--- config.mk ---
export PLATFORM = sky130hd
export DESIGN_NAME = clb_switch_box_cfg_loader
export DESIGN_NICKNAME = d
export VERILOG_FILES = /design/src/rtl/clb_cfg_pkg.sv /design/src/rtl/clb_cfg_shadow.sv /design/src/rtl/clb_switch_box_cfg_loader.sv
export SDC_FILE = /design/constraint.sdc
export NUM_CORES = 1
export LEC_CHECK = 0
export BUFFER_PORTS_ARGS = -buffer_cell sky130_fd_sc_hd__clkbuf_2
export CAP_MARGIN = 10
export CORE_MARGIN = 4
export CORE_UTILIZATION = 60
export CTS_BUF_LIST = sky130_fd_sc_hd__clkbuf_16
export DETAILED_ROUTE_END_ITERATION = 10
export GPL_ROUTABILITY_DRIVEN = 0
export PLACE_DENSITY_LB_ADDON = 0.25
export SLEW_MARGIN = 20
export SYNTH_ARGS = -nofsm -noshare
export SYNTH_HDL_FRONTEND = slang
export SYNTH_HIERARCHICAL = 1
export SYNTH_SLANG_ARGS = --single-unit
--- constraint.sdc ---
create_clock -name clk -period 3.85 [get_ports clk]
set_input_delay 0.1925 -clock clk [delete_from_list [all_inputs] [get_ports clk]]
set_output_delay 0.1925 -clock clk [all_outputs]
set_load 0.05 [all_outputs]
--- src/rtl/clb_cfg_pkg.sv ---
// Shared definitions for the clb_switch_box configuration loader:
// geometry helpers, FSM state encoding and the reset fill of the config vector.
package clb_cfg_pkg;

    typedef enum logic [2:0] {
        ST_IDLE   = 3'd0,
        ST_LOAD   = 3'd1,
        ST_CHK    = 3'd2,
        ST_COMMIT = 3'd3,
        ST_RB     = 3'd4
    } cfg_state_e;

    // Every 2-bit mux select at 2'd3 means "no route".
    localparam logic CFG_RST_BIT = 1'b1;

    function automatic int cfg_width(input int ws, input int wd);
        return ws * 8 + (wd / 2) * 8;
    endfunction

    function automatic int cfg_nwords(input int cw, input int dw);
        return (cw + dw - 1) / dw;
    endfunction

endpackage

--- src/rtl/clb_cfg_shadow.sv ---
// Word-indexed shadow register for frame assembly, plus a word-indexed read
// mux and whole-vector word XOR used to stream a config vector back out.
module clb_cfg_shadow import clb_cfg_pkg::*; #(
    parameter int CW = 80,
    parameter int DW = 8,
    parameter int IW = 4
) (
    input  logic          clk,
    input  logic          rst_n,
    input  logic          wr_en_i,
    input  logic [IW-1:0] wr_idx_i,
    input  logic [DW-1:0] wr_data_i,
    output logic [CW-1:0] shadow_o,
    input  logic [CW-1:0] rd_vec_i,
    input  logic [IW-1:0] rd_idx_i,
    output logic [DW-1:0] rd_word_o,
    output logic [DW-1:0] rd_xor_o
);

    logic [CW-1:0] shadow_q;
    logic [CW-1:0] shadow_d;

    // Bits of the last word that land at or above CW simply have no home.
    always_comb begin
        shadow_d = shadow_q;
        for (int b = 0; b < CW; b++) begin
            if (wr_en_i && ((b / DW) == int'(wr_idx_i))) begin
                shadow_d[b] = wr_data_i[b % DW];
            end
        end
    end

    always_ff @(posedge clk or negedge rst_n) begin
        if (!rst_n) begin
            shadow_q <= '0;
        end else begin
            shadow_q <= shadow_d;
        end
    end

    // Pad bits of the last word read as 0, so the XOR matches a zero-padded frame.
    always_comb begin
        rd_word_o = '0;
        rd_xor_o  = '0;
        for (int b = 0; b < CW; b++) begin
            if ((b / DW) == int'(rd_idx_i)) begin
                rd_word_o[b % DW] = rd_vec_i[b];
            end
            rd_xor_o[b % DW] = rd_xor_o[b % DW] ^ rd_vec_i[b];
        end
    end

    assign shadow_o = shadow_q;

endmodule

--- src/rtl/clb_switch_box_cfg_loader.sv ---
// Word-serial config writer for clb_switch_box: assembles a checksummed frame
// into a shadow register, commits it atomically to c, and streams c back out.
module clb_switch_box_cfg_loader import clb_cfg_pkg::*; #(
    parameter  int WS     = 7,
    parameter  int WD     = 6,
    parameter  int DW     = 8,
    localparam int CW     = cfg_width(WS, WD),
    localparam int NWORDS = cfg_nwords(CW, DW),
    localparam int IW     = $clog2(NWORDS + 1)
) (
    input  logic          clk,
    input  logic          rst_n,
    input  logic          load_start,
    input  logic [DW-1:0] in_data,
    input  logic          in_valid,
    output logic          in_ready,
    input  logic          rb_start,
    output logic [DW-1:0] rb_data,
    output logic          rb_valid,
    input  logic          rb_ready,
    output logic [CW-1:0] c,
    output logic          busy,
    output logic          done,
    output logic          err,
    output logic [2:0]    dbg_state
);

    // Handshakes: a word moves on a rising edge where valid and ready are both
    // high; valid never waits on ready, and rb_data holds while stalled.
    cfg_state_e    state_q;
    logic [IW-1:0] cnt_q;
    logic [DW-1:0] acc_q;
    logic [CW-1:0] c_q;
    logic          done_q;
    logic          err_q;
    logic [CW-1:0] shadow;
    logic [DW-1:0] rd_word;
    logic [DW-1:0] rd_xor;
    logic          sh_wr;

    // A restart cycle refuses the word on offer so it cannot leak into the new frame.
    assign in_ready = ((state_q == ST_LOAD) || (state_q == ST_CHK)) && !load_start;
    assign sh_wr    = (state_q == ST_LOAD) && in_ready && in_valid;
    assign rb_valid = (state_q == ST_RB);
    assign rb_data  = !rb_valid ? '0 : ((cnt_q == IW'(NWORDS)) ? rd_xor : rd_word);
    assign busy     = (state_q != ST_IDLE);

    clb_cfg_shadow #(
        .CW(CW),
        .DW(DW),
        .IW(IW)
    ) u_shadow (
        .clk      (clk),
        .rst_n    (rst_n),
        .wr_en_i  (sh_wr),
        .wr_idx_i (cnt_q),
        .wr_data_i(in_data),
        .shadow_o (shadow),
        .rd_vec_i (c_q),
        .rd_idx_i (cnt_q),
        .rd_word_o(rd_word),
        .rd_xor_o (rd_xor)
    );

    always_ff @(posedge clk or negedge rst_n) begin
        if (!rst_n) begin
            state_q <= ST_IDLE;
            cnt_q   <= '0;
            acc_q   <= '0;
            c_q     <= {CW{CFG_RST_BIT}};
            done_q  <= 1'b0;
            err_q   <= 1'b0;
        end else begin
            done_q <= 1'b0;
            err_q  <= 1'b0;
            case (state_q)
                ST_IDLE: begin
                    if (load_start) begin
                        state_q <= ST_LOAD;
                        cnt_q   <= '0;
                        acc_q   <= '0;
                    end else if (rb_start) begin
                        state_q <= ST_RB;
                        cnt_q   <= '0;
                    end
                end
                ST_LOAD: begin
                    if (load_start) begin
                        cnt_q <= '0;
                        acc_q <= '0;
                    end else if (in_valid) begin
                        acc_q <= acc_q ^ in_data;
                        cnt_q <= cnt_q + IW'(1);
                        if (cnt_q == IW'(NWORDS - 1)) begin
                            state_q <= ST_CHK;
                        end
                    end
                end
                ST_CHK: begin
                    if (load_start) begin
                        state_q <= ST_LOAD;
                        cnt_q   <= '0;
                        acc_q   <= '0;
                    end else if (in_valid) begin
                        if (in_data == acc_q) begin
                            state_q <= ST_COMMIT;
                        end else begin
                            state_q <= ST_IDLE;
                            err_q   <= 1'b1;
                        end
                    end
                end
                ST_COMMIT: begin
                    c_q     <= shadow;
                    done_q  <= 1'b1;
                    state_q <= ST_IDLE;
                end
                ST_RB: begin
                    if (rb_ready) begin
                        if (cnt_q == IW'(NWORDS)) begin
                            state_q <= ST_IDLE;
                        end else begin
                            cnt_q <= cnt_q + IW'(1);
                        end
                    end
                end
                default: state_q <= ST_IDLE;
            endcase
        end
    end

    assign c         = c_q;
    assign done      = done_q;
    assign err       = err_q;
    assign dbg_state = state_q;

endmodule

After elaboration in Yosys (flattened, before gate mapping)
Cells that the tools add are included.
{ "op_classes": {"addsub": 1, "eq_ne": 27, "mux": 110, "bitwise_logic": 73, "n_reduce_logical": 24} }
{ "op_table": {"columns": ["operator", "n"], "rows": [
  ["2-to-1 mux 1 bit", 85],
  ["XOR 1 bit", 72],
  ["2-to-1 mux 8 bit", 5],
  ["2-to-1 mux 4 bit", 7],
  ["2-to-1 mux 3 bit", 9],
  ["== test 4 bit (first input constant)", 6],
  ["one-hot mux 4 bit (4 select lines)", 1],
  ["one-hot mux 8 bit (2 select lines)", 1],
  ["logical AND 1 bit", 13],
  ["one-hot mux 3 bit (4 select lines)", 1],
  ["inequality test 3 bit (second input constant)", 3],
  ["== test 3 x 4 -> 1 bit (first input constant)", 2],
  ["== test 4 bit (second input constant)", 2],
  ["== test 8 bit", 1],
  ["inequality test 2 x 1 -> 1 bit (second input constant)", 4],
  ["inequality test 2 bit (second input constant)", 4],
  ["XOR 8 bit", 1],
  ["AND reduction 7 bit", 1],
  ["== test 3 x 2 -> 1 bit (second input constant)", 2],
  ["AND reduction 6 bit", 1],
  ["adder 4 x 1 -> 4 bit (second input constant)", 1],
  ["== test 2 x 4 -> 1 bit (first input constant)", 1],
  ["zero test 4 bit", 1],
  ["nonzero test 4 bit", 1],
  ["other kinds (10)", 10]
]} }
{ "totals": {"register_bits": 177, "output_inout_bits": 96} }

Longest topological paths before layout
{ "depth": {"ltp_word": 13, "mapped_depth": 9} }

Hierarchy
The synthesis kept the hierarchy.
{ "modules_own_cells": {"columns": ["module", "n_inst", "cells_each", "area_each_um2", "seq_area_each_um2"], "rows": [
  ["clb_cfg_shadow", 1, 366, 4563.1, 2001.9],
  ["clb_switch_box_cfg_loader", 1, 466, 4256.6, 2527.4]
]} }

Least setup slack after synthesis
No wires, ideal clock.
{ "synth_path": {"path_type": "register to output", "from": "reg state_q[0] (netlist: dbg_state[0])", "to": "out rb_data[0]", "arrival_time_ps": 2441, "slack_ps": 1217, "path_stages_with_launch": 5, "n_path_buf": 1, "cell_sequence": "dfrtp_1 buf_6 nor3b_2 a21boi_4 a22o_1"} }
{ "synth_via": {"elab_chain_cells": 2} }
{ "synth_rtl": {"columns": ["item", "line", "text"], "rows": [
  ["from (decl)", "clb_switch_box_cfg_loader.sv:30", "cfg_state_e state_q;"],
  ["from (signal assigned)", "clb_switch_box_cfg_loader.sv:67", "state_q <= ST_IDLE;"],
  ["from (signal assigned)", "clb_switch_box_cfg_loader.sv:79", "state_q <= ST_LOAD;"],
  ["from (signal assigned)", "clb_switch_box_cfg_loader.sv:83", "state_q <= ST_RB;"],
  ["== test 3 bit", "clb_switch_box_cfg_loader.sv:44", "assign rb_valid = (state_q == ST_RB);"],
  ["named net rb_valid", "clb_switch_box_cfg_loader.sv:19", "output logic rb_valid,"],
  ["2-to-1 mux 8 bit", "clb_switch_box_cfg_loader.sv:45", "assign rb_data = !rb_valid ? '0 : ((cnt_q == IW'(NWORDS)) ? rd_xor : rd_word);"],
  ["to (decl)", "clb_switch_box_cfg_loader.sv:18", "output logic [DW-1:0] rb_data,"]
]} }
The timed path passes the listed nets, and every way through them passes these cells.

Final worst setup path
{ "layout_path": {"from": "reg cnt_q[0]", "to": "out rb_data[5]"} }
{ "layout_via": {"elab_chain_cells": 13, "elab_cells_between_ends": 23, "classes_between": "eq/ne: 10; mux: 12; reduce/logical: 1"} }
{ "layout_rtl": {"columns": ["item", "line", "text"], "rows": [
  ["from (decl)", "clb_switch_box_cfg_loader.sv:31", "logic [IW-1:0] cnt_q;"],
  ["from (signal assigned)", "clb_switch_box_cfg_loader.sv:93", "cnt_q <= cnt_q + IW'(1);"],
  ["from (signal assigned)", "clb_switch_box_cfg_loader.sv:123", "cnt_q <= cnt_q + IW'(1);"],
  ["zero test 4 bit", "clb_cfg_shadow.sv:46", "if ((b / DW) == int'(rd_idx_i)) begin"],
  ["2-to-1 mux 1 bit (9 in series)", "clb_cfg_shadow.sv:46", null],
  ["2-to-1 mux 1 bit *", "clb_cfg_shadow.sv:46", null],
  ["named net rd_word[5]", "clb_switch_box_cfg_loader.sv:37", "logic [DW-1:0] rd_word;"],
  ["2-to-1 mux 8 bit * (2 in series)", "clb_switch_box_cfg_loader.sv:45", null]
]} }
Mark *: on every way through the listed nets, which the timed path passes. The rest lies on a longest branch.

==> Implementation_results.wiki <==
{| class="wikitable"
! Metric !! Value
|-
| Cell area after synthesis || 0.008820 mm2
|-
| ANT cells || 0
|-
| Largest net degree at the start of global routing || 86
|-
| Sequential share of power || 44.4%
|-
| Int Power || 3538 uW
|-
| Final design utilization || 69.22%
|-
| Count of unique library cells instantiated by Yosys || 64
|-
| Most numerous cell in the Yosys netlist || sky130_fd_sc_hd__nand2_1
|-
| Clock Latency Late Sink || 0.43 ns
|-
| Post-synthesis net count || 849
|-
| Area of the core || 0.01448 mm2
|-
| Post-Syn Instances || 832
|-
| Final std cells w/o fill || 1,120
|-
| Part of the power in combinational logic || 23.1%
|-
| Worst Max-Slew Pin Slew || 1.107 ns
|-
| Clock Path Buffers || 2
|-
| I/O pin count || 110
|-
| DR vias/cell || 5.798
|-
| Total clock buffers created by CTS || 17
|-
| Status || finished, final reports clean
|-
| Number of antenna violations at the first check in global routing || 0
|-
| Min-delay src || rb_start
|-
| Remaining antenna violation count || 0
|-
| Clk sinks || 177
|-
| Max Fanout on Critical Path || 48
|-
| Proportion of synthesized chip area in sequential cells || 51.35%
|-
| Number of synthesized register bits || 177
|-
| Fraction of final layout cells sized beyond drive strength 1 || 35.26%
|-
| RSZ-0062 raised after global routing || false
|-
| Drc violations || 0
|-
| Max incr delay on CP || 1.04 ns
|-
| Worst voltage drop across the vdd grid || 367.4 uV
|-
| Setup TNS Final || 0 ns
|-
| Leading post-synthesis cells by cell area || sky130_fd_sc_hd__dfrtp_1, sky130_fd_sc_hd__dfstp_2, sky130_fd_sc_hd__nand2_1
|-
| Worst Hold Depth || 3
|-
| Routed length per instance || 20.03 um
|-
| Data required, critical path || 3.66 ns
|-
| Top-area cell type share of the netlist area || 27.52%
|-
| Area Growth Syn to Fin || 13.63%
|-
| Async set-or-reset flop fraction in the synthesized netlist || 100.0%
|-
| Width of the chip || 129.2 um
|-
| Class of the worst hold path || in -> reg
|-
| HPWL after detailed placement || 14,960 um
|-
| Post-placement setup slack || 0.8905 ns
|-
| Setup clock skew after layout || 0.004223 ns
|-
| Placed cell count || 1,087
|-
| Number of setup violations in the final report || 0
|-
| Cell chain of the critical path || nand2b_1, o22ai_1, a221oi_1, o31ai_1, a22o_1, clkbuf_2
|-
| Cells on worst reg2reg path || 6
|-
| Sort of element at the end of the critical path || output port
|-
| WHS Endpoint || dbg_state[2]$_DFFE_PN0P_
|-
| Number of warnings reported in the yosys synthesis log || 6
|-
| Library cell with the largest summed area after synthesis || sky130_fd_sc_hd__dfrtp_1
|-
| WS Path Type || reg -> out
|-
| Crit share post-route || 84.36%
|-
| Clk pwr share || 32.5%
|-
| DRT iter0 DRCs || 549
|-
| Multi-input gate area in the final layout || 0.004040 mm2
|-
| Via count of the first global-routing pass || 6,307
|-
| Slew Viols, Final || 0
|-
| Arrival time reported for the critical path endpoint || 3.06 ns
|-
| Slack of the worst reg-to-reg path || 0.87 ns
|-
| Maximum capacitance violations || 0
|-
| Min cycle time layout || 3.248 ns
|-
| Predominant post-synthesis flop cell || sky130_fd_sc_hd__dfrtp_1
|-
| Global-route usage over all layers || 27.85%
|-
| Number of detailed-routing iterations run before antenna repair || 7
|-
| Die area || 0.01670 mm2
|-
| Net count, final || 940
|-
| Total gr overflow || 0
|-
| Worst path slowest cell || sky130_fd_sc_hd__dfrtp_2
|-
| Global-route wire length before repair || 35,270 um
|-
| Area taken by flip-flops and latches || 0.004531 mm2
|-
| Mean instance size in the synthesized netlist || 10.60 um2
|-
| Crit path setup slack, layout || 0.6020 ns
|-
| Count of input and output buffers || 109
|-
| Count of flip-flops with a built-in enable after synthesis || 0
|-
| Static Leakage || 0.004927 uW
|-
| Root buffer selected by CTS || sky130_fd_sc_hd__clkbuf_16
|-
| Via total after detailed routing || 6,494
|-
| Detailed Route WL || 22,440 um
|-
| CTS tree || yes
|-
| Power Density || 526.6 mW/mm2
|-
| Synth cell count leaders || sky130_fd_sc_hd__nand2_1, sky130_fd_sc_hd__dfrtp_1, sky130_fd_sc_hd__dfstp_2
|-
| Die outline height || 129.2 um
|-
| Switching part of the total power || 32.96%
|-
| Hold Fails Final Rpt || 0
|-
| Count of fill cells added during filler insertion || 1,102
|-
| Initial core utilization || 60.91%
|-
| Worst flop-to-flop path endpoint || u_shadow/shadow_o[29]$_DFFE_PN0P_
|-
| Worst slew margin || 26.23%
|-
| Total number of H-tree levels || 4
|-
| Net switching power || 1739 uW
|-
| Highest clock rate || 307.9 MHz
|-
| Number of standard-cell rows in the floorplan || 44
|-
| Startpoint type of the worst setup path || register
|-
| Post-CTS clock slew at the launch and capture registers of the worst setup and hold paths || 0.06 ns
|-
| Worst reg2reg startpoint || dbg_state[2]$_DFFE_PN0P_
|}
metrics by stage:
stage	hold slack (ns)	power, uW	instance area, um2
after detailed placement	0.2943	3559	9434
after global placement	0.2932	3519	9434
after floorplan	-0.1031	3243	8820
after global routing	0.1053	5477	10020
final	0.1086	5277	10020
after CTS	0.09271	5268	10020
worst max path at each step:
stage | from | end | depth (start not counted)
final | cnt_q[0]$_DFFE_PN0P_ | rb_data[5] | 6
after global routing | cnt_q[0]$_DFFE_PN0P_ | rb_data[5] | 6
after CTS | cnt_q[0]$_DFFE_PN0P_ | rb_data[5] | 6
after detailed placement | dbg_state[2]$_DFFE_PN0P_ | u_shadow/shadow_o[26]$_DFFE_PN0P_ | 6
after global placement | dbg_state[2]$_DFFE_PN0P_ | u_shadow/shadow_o[31]$_DFFE_PN0P_ | 6
after floorplan | dbg_state[0]$_DFFE_PN0P_ | rb_data[0] | 4
area by class of cell:
class	count	share of cell area, %
multi-input cells	606	40.31
clock buffers	17	4.245
repair buffers	114	6.155
flip-flops and latches	177	45.21
well taps	184	2.297
inverters	7	0.2622
clock inverters	15	1.523
power by group through the flow:
stage	Combinational, uW	Sequential [uW]	Clock (uW)
floorplan	1030	2210	0
global placement	1170	2350	0
detailed placement	1200	2360	0
CTS	1210	2330	1720
global route	1310	2370	1800
finish	1220	2340	1710
layout by cell type, fill, tap and decap left out, types with 4 or more instances in the layout:
cell type and count:
sky130_fd_sc_hd__a22o_1 12, sky130_fd_sc_hd__a2bb2oi_1 4, sky130_fd_sc_hd__mux2i_1 13, sky130_fd_sc_hd__o221ai_1 6
sky130_fd_sc_hd__xnor2_1 64, sky130_fd_sc_hd__nand3_1 4, sky130_fd_sc_hd__xor2_1 16, sky130_fd_sc_hd__a22oi_1 5
sky130_fd_sc_hd__clkbuf_16 17, sky130_fd_sc_hd__nand2_1 252, sky130_fd_sc_hd__mux2_2 71, sky130_fd_sc_hd__nor2_2 4
sky130_fd_sc_hd__o21ai_0 29, sky130_fd_sc_hd__dfrtp_1 96, sky130_fd_sc_hd__clkbuf_2 108, sky130_fd_sc_hd__nor2_1 21
sky130_fd_sc_hd__nand2b_1 16, sky130_fd_sc_hd__inv_1 9, sky130_fd_sc_hd__o2bb2ai_1 4, sky130_fd_sc_hd__nor2b_1 8
sky130_fd_sc_hd__mux2_4 16, sky130_fd_sc_hd__nor3b_2 4, sky130_fd_sc_hd__dfstp_2 80
worst max-delay path, delay by kind of cell, from the launching register on:
family                 cells  cell delay, ns
buffers and inverters      1            0.29
AO/OA/AOI/OAI              4            0.93
flip-flops                 1            1.04
AND/OR/NAND/NOR            1            0.32
registers in the layout, indices dropped and copies added (netlist names):
name               count
done                   1
cnt_q                  4
dbg_state              3
u_shadow/shadow_o     80
acc_q                  8
err                    1
c                     80
routing by layer:
layer | vias up | GRT usage (%) | part of all wire, %
li1 | 2975 | - | -
met1 | 3215 | 38.14 | 43
met2 | 250 | 43.57 | 47
met3 | 54 | 5.771 | 6.5
met4 | 0 | 11.74 | 3.5
met5 | - | 0 | 0
repair_timing:
item	4_1_cts	5_1_grt
buffers inserted	0	0
endpoints found under the hold margin	40	0
hold buffers	1	0
gates resized for setup	0	0
logic make-up (layout without fill, tap and decap cells):
group,after synthesis,count (layout),synth area share [%]
xor+xnor,80,80,7.944
mux,101,101,13.39
compound gates,92,92,7.604
simple gates,330,330,16.44
buf+inv,49,153,2.837
fa+ha+maj,3,3,0.4256
flops,177,177,51.35
Power figures use the tool's default switching activity.
